`config.mk`:
```
export PLATFORM = sky130hd
export DESIGN_NAME = pll_reset_ctrl
export DESIGN_NICKNAME = d
export VERILOG_FILES = /design/src/rtl/pll_reset_ctrl.sv
export SDC_FILE = /design/constraint.sdc
export NUM_CORES = 1
export LEC_CHECK = 0
export ABC_AREA = 0
export BUFFER_PORTS_ARGS = -buffer_cell sky130_fd_sc_hd__buf_2
export CAP_MARGIN = 20
export CORE_MARGIN = 1.5
export CORE_UTILIZATION = 49
export DETAILED_ROUTE_END_ITERATION = 7
export GPL_TIMING_DRIVEN = 0
export PLACE_DENSITY = 0.66
export RECOVER_POWER = 25
export SLEW_MARGIN = 30
export SYNTH_ARGS = -nofsm -noshare
export SYNTH_HDL_FRONTEND = slang
export SYNTH_SLANG_ARGS = --single-unit
export TNS_END_PERCENT = 1
```
`constraint.sdc`:
```
create_clock -name clk_i -period 2.75 [get_ports clk_i]
set_input_delay 0.1375 -clock clk_i [delete_from_list [all_inputs] [get_ports clk_i]]
set_output_delay 0.1375 -clock clk_i [all_outputs]
set_load 0.02 [all_outputs]
```
`src/rtl/pll_reset_ctrl.sv`:
```
// PLL reset sequencer: timed reset pulse, lock wait with timeout, lock glitch
// filter, bounded retries, and relock on lock loss.
module pll_reset_ctrl #(
    parameter int unsigned HOLD_CYCLES  = 16,
    parameter int unsigned LOCK_TIMEOUT = 65535,
    parameter int unsigned LOCK_FILT    = 8,
    parameter int unsigned MAX_RETRY    = 3,
    localparam int unsigned RETRY_W     = (MAX_RETRY > 0) ? $clog2(MAX_RETRY + 1) : 1
) (
    input  logic               clk_i,
    input  logic               rstn_i,
    input  logic               locked_i,
    input  logic               restart_i,
    output logic               pll_rst_o,
    output logic               pll_ready_o,
    output logic               fail_o,
    output logic [RETRY_W-1:0] retry_cnt_o,
    output logic [2:0]         state_o
);

    localparam int unsigned HOLD_W = (HOLD_CYCLES > 1) ? $clog2(HOLD_CYCLES) : 1;
    localparam int unsigned TMO_W  = (LOCK_TIMEOUT > 1) ? $clog2(LOCK_TIMEOUT) : 1;
    localparam int unsigned FILT_W = (LOCK_FILT > 1) ? $clog2(LOCK_FILT) : 1;
    // With a single-sample filter the FILTER entry sample already qualifies lock.
    localparam bit DIRECT_RUN = (LOCK_FILT == 1);

    typedef enum logic [2:0] {
        S_HOLD   = 3'd0,
        S_WAIT   = 3'd1,
        S_FILTER = 3'd2,
        S_RUN    = 3'd3,
        S_FAIL   = 3'd4
    } state_t;

    state_t              state, state_n;
    logic [1:0]          sync_q;
    logic                locked_s;
    logic [HOLD_W-1:0]   hold_cnt, hold_n;
    logic [TMO_W-1:0]    tmo_cnt, tmo_n;
    logic [FILT_W-1:0]   filt_cnt, filt_n;
    logic [RETRY_W-1:0]  retry_n;
    logic                hold_last, tmo_last, filt_last, tmo_hit;

    assign locked_s  = sync_q[1];
    assign state_o   = state;
    assign hold_last = (hold_cnt == HOLD_W'(HOLD_CYCLES - 1));
    assign tmo_last  = (tmo_cnt == TMO_W'(LOCK_TIMEOUT - 1));
    // The FILTER entry edge is the first qualified sample, so completion is one count early.
    assign filt_last = ((32'(filt_cnt) + 32'd1) == (LOCK_FILT - 32'd1));

    // Next-state and next-counter decode
    always_comb begin
        state_n = state;
        hold_n  = hold_cnt;
        tmo_n   = tmo_cnt;
        filt_n  = filt_cnt;
        retry_n = retry_cnt_o;
        tmo_hit = 1'b0;

        case (state)
            S_HOLD: begin
                if (hold_last) begin
                    state_n = S_WAIT;
                    tmo_n   = '0;
                end else begin
                    hold_n = hold_cnt + HOLD_W'(1);
                end
            end
            S_WAIT: begin
                tmo_n = tmo_last ? tmo_cnt : tmo_cnt + TMO_W'(1);
                if (locked_s && DIRECT_RUN) begin
                    state_n = S_RUN;
                end else if (tmo_last) begin
                    tmo_hit = 1'b1;
                end else if (locked_s) begin
                    state_n = S_FILTER;
                    filt_n  = '0;
                end
            end
            S_FILTER: begin
                tmo_n = tmo_last ? tmo_cnt : tmo_cnt + TMO_W'(1);
                if (locked_s && filt_last) begin
                    state_n = S_RUN;
                end else if (tmo_last) begin
                    tmo_hit = 1'b1;
                end else if (!locked_s) begin
                    state_n = S_WAIT;
                end else begin
                    filt_n = filt_cnt + FILT_W'(1);
                end
            end
            S_RUN: begin
                if (!locked_s) begin
                    state_n = S_HOLD;
                    hold_n  = '0;
                    retry_n = '0;
                end
            end
            S_FAIL: begin
                state_n = S_FAIL;
            end
            default: begin
                state_n = S_HOLD;
                hold_n  = '0;
            end
        endcase

        if (tmo_hit) begin
            tmo_n  = '0;
            hold_n = '0;
            if (retry_cnt_o < RETRY_W'(MAX_RETRY)) begin
                retry_n = retry_cnt_o + RETRY_W'(1);
                state_n = S_HOLD;
            end else begin
                state_n = S_FAIL;
            end
        end

        if (restart_i) begin
            state_n = S_HOLD;
            hold_n  = '0;
            tmo_n   = '0;
            filt_n  = '0;
            retry_n = '0;
        end
    end

    // State, counters, synchronizer and outputs decoded from the next state
    always_ff @(posedge clk_i or negedge rstn_i) begin
        if (!rstn_i) begin
            sync_q      <= '0;
            state       <= S_HOLD;
            hold_cnt    <= '0;
            tmo_cnt     <= '0;
            filt_cnt    <= '0;
            retry_cnt_o <= '0;
            pll_rst_o   <= 1'b1;
            pll_ready_o <= 1'b0;
            fail_o      <= 1'b0;
        end else begin
            sync_q      <= {sync_q[0], locked_i};
            state       <= state_n;
            hold_cnt    <= hold_n;
            tmo_cnt     <= tmo_n;
            filt_cnt    <= filt_n;
            retry_cnt_o <= retry_n;
            pll_rst_o   <= (state_n == S_HOLD) || (state_n == S_FAIL);
            pll_ready_o <= (state_n == S_RUN);
            fail_o      <= (state_n == S_FAIL);
        end
    end

endmodule

```
## Yosys cells after proc, flatten, opt, wreduce, memory -nomap -nowiden

Cells that the tools add are included.

- Muxes and demuxes: 36
- Eq/ne operators: 19
- $add $sub $neg: 5
- $lt $le $gt $ge: 1
- Reductions and logical operators: 11

Operators by type and width:

| operator | count |
|---|---|
| 16-bit 2-to-1 mux | 4 |
| 3-bit 2-to-1 mux | 16 |
| 16-bit case mux with 2 select lines | 1 |
| 16-bit by 1-bit adder with 16-bit output (second input constant) | 1 |
| 16-bit == test (second input constant) | 1 |
| 4-bit 2-to-1 mux | 4 |
| 3-bit != test (second input constant) | 5 |
| 3-bit case mux with 5 select lines | 1 |
| 4-bit != test (second input constant) | 3 |
| 4-bit case mux with 3 select lines | 1 |
| 2-bit 2-to-1 mux | 5 |
| 3-bit by 2-bit == test with 1-bit output (second input constant) | 3 |
| 3-bit == test (second input constant) | 2 |
| 3-bit logical NOT | 2 |
| 3-bit case mux with 2 select lines | 1 |
| 3-bit AND reduction | 2 |
| 6-bit AND reduction | 1 |
| 3-bit by 1-bit adder with 4-bit output (second input constant) | 1 |
| 4-bit by 1-bit adder with 4-bit output (second input constant) | 1 |
| 4-bit by 3-bit == test with 1-bit output (second input constant) | 1 |
| 4-bit == test (second input constant) | 1 |
| 4-bit by 3-bit != test with 1-bit output (second input constant) | 1 |
| 4-bit nonzero test | 1 |
| 3-bit by 1-bit adder with 3-bit output (second input constant) | 1 |
| other kinds (11) | 12 |

- Output and inout port bits: 8
- Logic and storage cells: 81
- Register bits: 33
- Input bits: 4

## Longest topological paths before layout

Gate-level depths: netlist (run 1).

- Depth in word-level cells: 9
- Depth in mapped cells: 8
- Mapped depth without buffers: 7

## Worst setup path before layout (run 1)

OpenSTA, ideal clock, no wires.

- Kind: register -> register
- Start point: reg state[2] (netlist: state_o[2])
- End point: reg tmo_cnt[7]
- Required time: 2.684 ns
- Arrival: 1.979 ns
- Setup slack: 0.706 ns
- Setup time: 0.066 ns
- Cell stages (with the launch flop): 9
- Period minus slack after synthesis: 2.044 ns
- Buffers on the path: 3
- Cell sequence: dfrtp_1 -> clkbuf_1 -> or4_1 -> clkbuf_1 -> a31o_1 -> clkbuf_1 -> o21ai_0 -> a22o_1 -> a22o_1

- Word-level cells in the longest chain between the ends: 5
- Elaborated cells between the ends (all ways): 12
- Classes of those cells: eq/ne (4); mux (4); reduce/logical (4)

RTL lines:

| element | line | text |
|---|---|---|
| from (decl) | 35 | `state_t state, state_n;` |
| from (signal assigned) | 142 | `state <= state_n;` |
| 3-bit by 2-bit == test with 1-bit output / 3-bit by 1-bit == test with 1-bit output (equally long branches) | 60 | `case (state)` |
| 2-bit OR reduction (no source line) | -- |  |
| 16-bit case mux with 2 select lines | 60 |  |
| 16-bit 2-to-1 mux | 108 | `if (tmo_hit) begin` |
| 16-bit 2-to-1 mux | 119 | `if (restart_i) begin` |
| to (signal assigned) | 144 | `tmo_cnt <= tmo_n;` |
| to (decl) | 39 | `logic [TMO_W-1:0] tmo_cnt, tmo_n;` |

Several ways; a longest one is shown, not always the timed one.
A chain may end at the register's enable or synchronous reset.

## Worst setup path after layout (run 1)

Ends and elaborated chain as after synthesis.

==> out/metrics.yaml, run 1 <==
pwr:
  vdd_drop_max_uv: 256
  power.density_mw_per_mm2: 412
  leakage_nw: 0.999
global_route:
  grt_usage: 0.241
  grt_pass1_vias: 1755
  grt_antenna_before_repair: 0
  grt_pass1_wl_um: 8340
  grt_overflow: 0
  grt_max_degree: 34
setup_path:
  crit_path_max_incr_delay_ns: 0.39
  cp-startpoint: "state_o[2]"
  path_max_fanout: 10
  rrSetupSlack_ns: 0.35
  path_buf_inv: 3
  crit_path_end_kind: "flop"
  cp.arrival_ns: 2.58
  crit_top_cell: "clkbuf_1"
  required_ns: 2.93
  path_cells: "clkbuf_1 > or4_1 > clkbuf_1 > a31o_1 > clkbuf_1 > o21ai_0 > a22o_1 > a22o_1"
  cpMaxStageDelayCell: "clkbuf_1"
  start_kind: "flop"
  cpLargestDelayFamily: "buffers and inverters"
  worst-setup-path-type: "flop to flop"
  r2r_start: "state_o[2]"
logic_synthesis:
  synth-xor-area-share: 0.00419
  ys_seq_area_frac: 0.396
  synth_cell_type_count: 53
  synth_edf_count: 0
  synthesis.instances: 229
  yosys-top-cells-area: "dfrtp_1 38%, a22o_1 5.4%, a31oi_1 4.5%, ha_1 3.6%, nor3_1 3.1%"
  synth_ff_type: "dfrtp_1"
  synth.area.mux_share: 0.0257
  synth_common_cells: "32 x dfrtp_1, 15 x a31oi_1, 15 x nor2_1, 14 x nand2_1"
  ys_async_sr_fraction: 1.00
  synth_top_family_by_area: "compound AO/OA/AOI/OAI gates"
  synth_nets: 239
  synth_most_common_cell: "dfrtp_1"
  synthSimpleGateAreaFrac: 0.220
  synth_top_area_frac: 0.383
  synth_area_per_cell_um2: 9.12
  synth_compound_area_frac: 0.278
  netlist_area_mm2: 0.00209
  yosys.area_share.adder: 0.0359
  ys_ff_latch: 33
  synth.largest_area_cell: "dfrtp_1"
  synth-warning-count: 0
run_status:
  violations: "capacitance limit, slew limit"
  outcome: "finished with violations"
cts:
  clk_latency_ns: 0.29
  cts_tree: "done"
  cts_buffers: 5
  h-tree-depth: 2
  cts_root_buf: "clkbuf_8"
  clk_path_buf_depth: 2
  ctsResizeCount: 0
  path_clk_slew_ns: 0.07
  postCtsSetupBuffers: 0
  cts.sinks: 33
placement:
  numPortBuffers: 10
  gp_congestion: 0.836
  place_inst: 289
  pre_cts_ws_ns: 0.437
  hpwl_um: 3370
detailed_routing:
  drtIter0Drc: 192
  drc_errors: 0
  wl_um: 5000
  routedWlPerCell_um: 16.7
  vias_per_cell: 6.44
  first_pass_iters: 5
  ant_nets: 0
  vias: 1925
sta:
  fmax_ghz: 0.418
  slew_headroom: -0.192
  fin_crit_sh: 0.871
  fin_worst_skew_ns: 0.00476
  fin_tns_setup_ns: 0
  timing.final.crit_period_ns: 2.40
  setup_viol: 0
  rsz0062_at_grt: "false"
  fin_ws_ns: 0.355
  tightest_slew_ns: 1.79
  hold_viol: 0
  maxSlewViolCount: 34
min_path:
  hp-start: "sync_q[0]"
  hp-class: "flop to flop"
final_layout:
  areaGrowthSynthToFinish_pct: 10.7
  drive_gt1_frac: 0.108
  antenna_cells: 0
  final_cells: 299
  postLayoutCoreUtil: 0.570
  fin_nets: 258
floorplanning:
  core_area_mm2: 0.00406
  die_area_mm2: 0.00466
  die_w_um: 68.3
  die_h_um: 68.3
  rows: 23
  start_util: 0.515
  ios: 12
flow_run:
  drv_cap: 1
-- metal layers --
| layer | wire (µm) | track usage | up-vias |
|---|---|---|---|
| met5 | 0 | 0 | - |
| met4 | 70 | 0.0975 | 0 |
| met3 | 259 | 0.0526 | 9 |
| met2 | 2130 | 0.343 | 70 |
| met1 | 2540 | 0.351 | 917 |
| li1 | - | - | 929 |
-- cells by family (layout without fill, tap and decap cells) --
family,Yosys count,in the layout
buffers and inverters,19,39
AOI/OAI and AO/OA,82,82
muxes,5,5
DFF,33,33
adders and majority gates,6,6
and+or+nand+nor,83,83
xor gates and xnor gates,1,1
-- registers in the layout, indices dropped and copies added, names as in the netlist --
name and cells:
tmo_cnt 16, hold_cnt 4, filt_cnt 3, state_o 3, retry_cnt_o 2, sync_q 2
fail_o 1, pll_ready_o 1, pll_rst_o 1
-- final cells by class --
cell class              instances  area (µm²)
inverters                       6        22.5
multi-input cells             177        1180
repair buffers                 12        60.1
fillers                       359        1740
plain buffers                  13        61.3
flip-flops and latches         33         827
well taps                      50        62.6
clock inverters                 1        5.00
clock buffers                   7        96.3
-- power by group --
group | switching (mW) | total (mW) | internal (mW) | leakage [nW]
Combinational | 0.0292 | 0.0442 | 0.0150 | 0.494
Clock | 0.187 | 0.413 | 0.226 | 0.0542
Sequential | 0.00586 | 0.496 | 0.490 | 0.451
-- cells in the final DEF, fill, tap and decap left out, drive strengths merged, types with 3 or more instances in the layout --
cell | synthesis | routed
nand3 | 8 | 8
nor2 | 15 | 15
a21oi | 11 | 11
nand4 | 3 | 3
a22o | 13 | 13
nand2 | 14 | 14
inv | 6 | 6
a41oi | 3 | 3
nor4 | 3 | 3
dfrtp | 32 | 32
o2bb2ai | 3 | 3
nor2b | 3 | 3
a21o | 6 | 6
a31o | 3 | 3
mux2 | 3 | 3
o21ai | 14 | 14
clkbuf | 10 | 25
a31oi | 15 | 15
and3 | 6 | 6
nor3b | 3 | 3
or4 | 6 | 6
buf | 3 | 5
nor3 | 13 | 13
ha | 6 | 6
-- what timing repair did --
action / CTS / global route
hold buffers: 2 / 0
hold endpoints to repair: 33 / 0
endpoints found under the setup margin: 0 / 0
-- path summary, 6_finish.rpt --
check / depth (start not counted) / end
max: 8 / tmo_cnt[7]
min: 0 / sync_q[1]
max reg2reg: 8 / tmo_cnt[7]
min reg2reg: 0 / sync_q[1]
max in group asynchronous: 2 / pll_ready_o
min in group asynchronous: 2 / retry_cnt_o[0]
-- stage by stage --
step	power (mW)	cell area [µm²]	hold WS, ns
floorplan	0.528	2090	-0.158
global placement	0.547	2200	0.239
detailed placement	0.548	2200	0.246
CTS	0.963	2320	0.335
global route	0.987	2310	0.357
finish	0.953	2310	0.352
Power figures use the tool's default switching activity.
==> run 2, diff against run 1 <==
--- a/config.mk
+++ b/config.mk
@@ -11,7 +11,7 @@
 export CORE_MARGIN = 1.5
 export CORE_UTILIZATION = 49
 export DETAILED_ROUTE_END_ITERATION = 7
-export GPL_TIMING_DRIVEN = 0
+export GPL_TIMING_DRIVEN = 1
 export PLACE_DENSITY = 0.66
 export RECOVER_POWER = 25
 export SLEW_MARGIN = 30
==> run 2 against run 1 <==
The run still ends with capacitance limit, slew limit left. Count of clock-buffer cells in the layout down 1. Clock skew up 0.0027 ns. Combinational power down 6.8%. Final area down 1.5%. Sequential share of layout area up 0.53 points. Sequential power about the same. Core utilization down 0.83 points. Non-clock buffer count down 7. Clock power down 14%. Highest routed layer unchanged. Register-to-register slack better by 0.26 ns.
==> out/metrics.yaml, run 2 (synthesis results as in run 1) <==
global_route:
  grt_overflow: 0
  grt_antenna_before_repair: 0
  grt_pass1_vias: 1676
  grt_pass1_wl_um: 7980
  grt_usage: 0.232
  grt_max_degree: 34
sta:
  tightest_slew_ns: 1.82
  fin_tns_setup_ns: 0
  slew_headroom: -0.212
  timing.final.crit_period_ns: 2.14
  fin_worst_skew_ns: 0.00746
  fin_crit_sh: 0.777
  rsz0062_at_grt: "false"
  maxSlewViolCount: 34
  fmax_ghz: 0.468
  hold_viol: 0
  setup_viol: 0
setup_path:
  crit_path_max_incr_delay_ns: 0.49
  cp.arrival_ns: 2.31
  required_ns: 2.92
  path_buf_inv: 0
  cp.depth: 5
  cpLargestDelayFamily: "simple AND/OR/NAND/NOR gates"
  rrSetupSlack_ns: 0.61
  crit_path_end_kind: "flop"
  path_cells: "nand4_1 > nor4_2 > o211a_1 > nor3_1 > a22o_1"
  r2r_start: "tmo_cnt[4]"
  start_kind: "flop"
  path_max_fanout: 10
  cp-endpoint: "hold_cnt[1]"
  cpMaxStageDelayCell: "nor4_2"
  r2r_end: "hold_cnt[1]"
  worst-setup-path-type: "flop to flop"
  cp-startpoint: "tmo_cnt[4]"
  reg2reg_depth: 5
pwr:
  vdd_drop_max_uv: 211
  power.total_mw: 0.893
  power.density_mw_per_mm2: 392
  leakage_nw: 1.00
cts:
  cts_tree: "done"
  ctsResizeCount: 0
  cts.sinks: 33
  clk_path_buf_depth: 2
  path_clk_slew_ns: 0.07
  cts_buffers: 5
  clk_latency_ns: 0.29
  cts_root_buf: "clkbuf_8"
  h-tree-depth: 2
floorplanning:
  start_util: 0.515
  die_w_um: 68.3
  die_area_mm2: 0.00466
  rows: 23
  core_area_mm2: 0.00406
  die_h_um: 68.3
  ios: 12
run_status:
  outcome: "finished with violations"
  violations: "capacitance limit, slew limit"
detailed_routing:
  vias: 1842
  first_pass_iters: 4
  routedWlPerCell_um: 16.2
  ant_nets: 0
  drtIter0Drc: 157
  vias_per_cell: 6.31
  wl_um: 4740
  drc_errors: 0
final_layout:
  antenna_cells: 0
  fin_nets: 251
  areaGrowthSynthToFinish_pct: 9.10
  final_common_cell: "dfrtp_1"
  regMostFlops: "tmo_cnt"
  largestRegisters: "tmo_cnt: 16 flops, hold_cnt: 4 flops"
  layout_common_cells: "32 x dfrtp_1, 15 x a31oi_1, 15 x nor2_1, 14 x nand2_1"
  drive_gt1_frac: 0.132
  largest_register_ffs: 16
min_path:
  holdPathStages: 2
  hp-class: "input pin to flop"
placement:
  hpwl_um: 3240
  numPortBuffers: 11
  gp_congestion: 0.821
flow_run:
  drv_cap: 1
[run 2: layer usage]
metal	track usage	vias up	routed length, µm
met5	0	-	0
met4	0.0900	0	72
met3	0.0428	7	256
met2	0.333	49	2140
met1	0.343	873	2270
li1	-	913	-
[run 2: worst register-to-register path, cell delays in order, from the launching register on]
cell and delay, ns:
dfrtp_1 0.44, nand4_1 0.26, nor4_2 0.49, o211a_1 0.46, nor3_1 0.13, a22o_1 0.25
[run 2: final cells by class]
| type | count | area [µm²] |
|---|---|---|
| Clock buffer | 6 | 72.6 |
| Sequential cell | 33 | 827 |
| Inverter | 6 | 22.5 |
| Clock inverter | 2 | 10.0 |
| Tap cell | 50 | 62.6 |
| Fill cell | 360 | 1780 |
| Multi-Input combinational cell | 177 | 1180 |
| Timing Repair Buffer | 18 | 106 |
[run 2: where the power goes]
part / total, mW / internal [mW] / switching [mW]
clock: 0.356 / 0.175 / 0.180
combinational: 0.0412 / 0.0141 / 0.0272
sequential: 0.496 / 0.491 / 0.00573
total: 0.893 / 0.680 / 0.213
[run 2: worst min path at each step]
| stage | startpoint | to | slack (ns) |
|---|---|---|---|
| 2_1_floorplan | rstn_i | fail_o | -0.16 |
| 3_3_place_gp | locked_i | sync_q[0] | 0.25 |
| 4_1_cts | restart_i | state_o[2] | 0.21 |
| 6_report | restart_i | state_o[2] | 0.22 |
| 5_1_grt | restart_i | state_o[2] | 0.23 |
| 3_5_place_dp | rstn_i | state_o[2] | 0.25 |
[run 2: per-stage QoR]
step | utilization | instance area (µm²) | setup WS (ns) | hold slack [ns] | instances
5_1_grt | 0.562 | 2280 | 0.429 | 0.229 | 292
6_report | 0.562 | 2280 | 0.612 | 0.218 | 292
2_1_floorplan | - | 2090 | 0.706 | -0.158 | 229
3_3_place_gp | 0.538 | 2180 | 0.694 | 0.246 | 282
3_5_place_dp | 0.538 | 2180 | 0.641 | 0.250 | 282
4_1_cts | 0.563 | 2290 | 0.631 | 0.209 | 292
[run 2: timing repair]
| item | CTS | global route |
|---|---|---|
| endpoints found under the hold margin | 33 | 0 |
| buffers inserted | 0 | 0 |
| hold buffers | 2 | 0 |
==> run 3, diff against run 2 <==
==> constraint.sdc (replaced) <==
create_clock -name clk_i -period 2.15 [get_ports clk_i]
set_input_delay 0.1075 -clock clk_i [delete_from_list [all_inputs] [get_ports clk_i]]
set_output_delay 0.1075 -clock clk_i [all_outputs]
set_load 0.02 [all_outputs]
==> run 3 against run 2 <==
The run now ends clean. Flip-flop and latch count unchanged. Worst hold slack worse by 0.042 ns. Power up 29%. Count of clock-buffer cells in the layout unchanged. Fmax up 2.9%. Global-route usage up 0.73 points. Non-clock buffer count up 15. First-iteration DRC count down 11%. Die area unchanged. Core utilization up 3.0 points. Sequential share of layout area down 1.8 points. Setup slack worse by 0.54 ns. Highest routed layer unchanged.
==> out/metrics.yaml, run 3 (synthesis results as in run 1) <==
run_status:
  outcome: "complete, no violations"
setup_path:
  start_kind: "flop"
  crit_path_end_kind: "flop"
  required_ns: 2.33
  cpMaxStageDelayCell: "or4_4"
  crit_path_max_incr_delay_ns: 0.61
  cpLargestDelayFamily: "simple AND/OR/NAND/NOR gates"
  path_max_fanout: 12
  path_cells: "nand4_2 > or4_4 > or3_4 > a22o_1"
  worst-setup-path-type: "flop to flop"
  path_buf_inv: 0
  reg2reg_depth: 4
  r2r_start: "tmo_cnt[8]"
  rrSetupSlack_ns: 0.07
  cp.arrival_ns: 2.25
  cp.depth: 4
  r2r_end: "tmo_cnt[15]"
detailed_routing:
  wl_um: 4960
  ant_nets: 0
  routedWlPerCell_um: 16.1
  vias_per_cell: 6.07
  drtIter0Drc: 140
  drc_errors: 0
  vias: 1862
  first_pass_iters: 6
global_route:
  gr-usage-met3: 0.0493
  grt_usage: 0.239
  grt_antenna_before_repair: 0
  grt_util_met2: 0.359
  grt_overflow: 0
  grt_pass1_vias: 1690
  use_met1: 0.356
  busiest_layer: "met2"
  grt_pass1_wl_um: 8270
  grt_max_degree: 34
cts:
  cts_buffers: 5
  clk_path_buf_depth: 2
  cts_tree: "done"
  cts_root_buf: "clkbuf_8"
  cts.sinks: 33
  postCtsSetupBuffers: 0
  clk_latency_ns: 0.28
  h-tree-depth: 2
  path_clk_slew_ns: 0.07
floorplanning:
  rows: 23
  core_area_mm2: 0.00406
  ios: 12
  die_h_um: 68.3
  die_area_mm2: 0.00466
  start_util: 0.515
  die_w_um: 68.3
placement:
  gp_congestion: 0.870
  numPortBuffers: 11
  placed_area_mm2: 0.00230
  hpwl_um: 3520
sta:
  slew_headroom: 0.443
  timing.final.crit_period_ns: 2.08
  tightest_slew_ns: 0.835
  fin_crit_sh: 0.967
  maxSlewViolCount: 0
  setup_viol: 0
  fmax_ghz: 0.481
  rsz0062_at_grt: "false"
  fin_worst_skew_ns: 0.00342
  hold_viol: 0
  fin_tns_setup_ns: 0
final_layout:
  final_common_cell: "dfrtp_1"
  layout_common_cells: "32 x dfrtp_1, 20 x buf_4, 15 x a31oi_1, 14 x nand2_1, 14 x nor2_1"
  regMostFlops: "tmo_cnt"
  drive_gt1_frac: 0.191
  areaGrowthSynthToFinish_pct: 14.9
  antenna_cells: 0
  stdcell_area_mm2: 0.00240
  largest_register_ffs: 16
  postLayoutCoreUtil: 0.591
  largestRegisters: "tmo_cnt: 16 flops, hold_cnt: 4 flops"
  fin_nets: 266
pwr:
  power_frac_comb: 0.049
  p_sw_mw: 0.276
  p_int_mw: 0.873
  switching_share: 0.240
  clkPwrFrac: 0.398
  seqPwrFrac: 0.553
  leakage_nw: 1.08
  vdd_drop_max_uv: 315
  power.density_mw_per_mm2: 479
flow_run:
  drv_cap: 0
min_path:
  hp-class: "input pin to flop"
  hp-start: "restart_i"
  whs_endpoint: "pll_rst_o"
  holdPathStages: 3
==> run 3: what timing repair did <==
action / 4_1_cts / 5_1_grt
endpoints found under the setup margin: 0 / 7
hold buffers: 2 / 0
resized for setup: 0 / 3
endpoints found under the hold margin: 33 / 0
==> run 3: cell type report <==
class                           instances  area (µm²)
Clock buffer                            6        72.6
Clock inverter                          2        10.0
Fill cell                             342        1660
Inverter                                6        22.5
Multi-Input combinational cell        177        1190
Sequential cell                        33         827
Tap cell                               50        62.6
Timing Repair Buffer                   33         219
==> run 3: how the worst max path moves through the flow <==
| stage | from | to | slack [ns] |
|---|---|---|---|
| after global placement | tmo_cnt[12] | retry_cnt_o[0] | 0.12 |
| after CTS | tmo_cnt[8] | retry_cnt_o[0] | 0.08 |
| after global routing | tmo_cnt[8] | tmo_cnt[2] | 0.01 |
| final | tmo_cnt[8] | tmo_cnt[15] | 0.07 |
| after floorplan | state_o[2] | tmo_cnt[7] | 0.11 |
| after detailed placement | tmo_cnt[8] | retry_cnt_o[0] | 0.10 |
==> run 3: metal layers <==
metal	routed length [µm]	share of wire
met3	209	0.042
met5	0	0
met4	44	0.0089
met1	2550	0.51
met2	2160	0.44
==> run 3: per-stage QoR <==
| stage | total power [mW] | worst slack, ns | hold WS, ns | std cells |
|---|---|---|---|---|
| finish | 1.15 | 0.0719 | 0.176 | 307 |
| global route | 1.20 | 0.0136 | 0.175 | 307 |
| CTS | 1.16 | 0.0846 | 0.156 | 307 |
| detailed placement | 0.701 | 0.100 | 0.218 | 297 |
| global placement | 0.701 | 0.125 | 0.219 | 297 |
| floorplan | 0.676 | 0.106 | -0.188 | 229 |
==> run 3: worst register-to-register path: stages (launching register included) <==
cell     delay (ns)
dfrtp_1        0.45
nand4_2        0.20
or4_4          0.61
or3_4          0.47
a22o_1         0.23
==> run 3: power by group through the flow <==
| stage | combinational (mW) | clock, mW | sequential, mW |
|---|---|---|---|
| after floorplan | 0.0312 | 0 | 0.645 |
| after CTS | 0.0577 | 0.472 | 0.634 |
| after detailed placement | 0.0548 | 0 | 0.646 |
| final | 0.0567 | 0.457 | 0.635 |
| after global routing | 0.0652 | 0.497 | 0.635 |
| after global placement | 0.0546 | 0 | 0.646 |
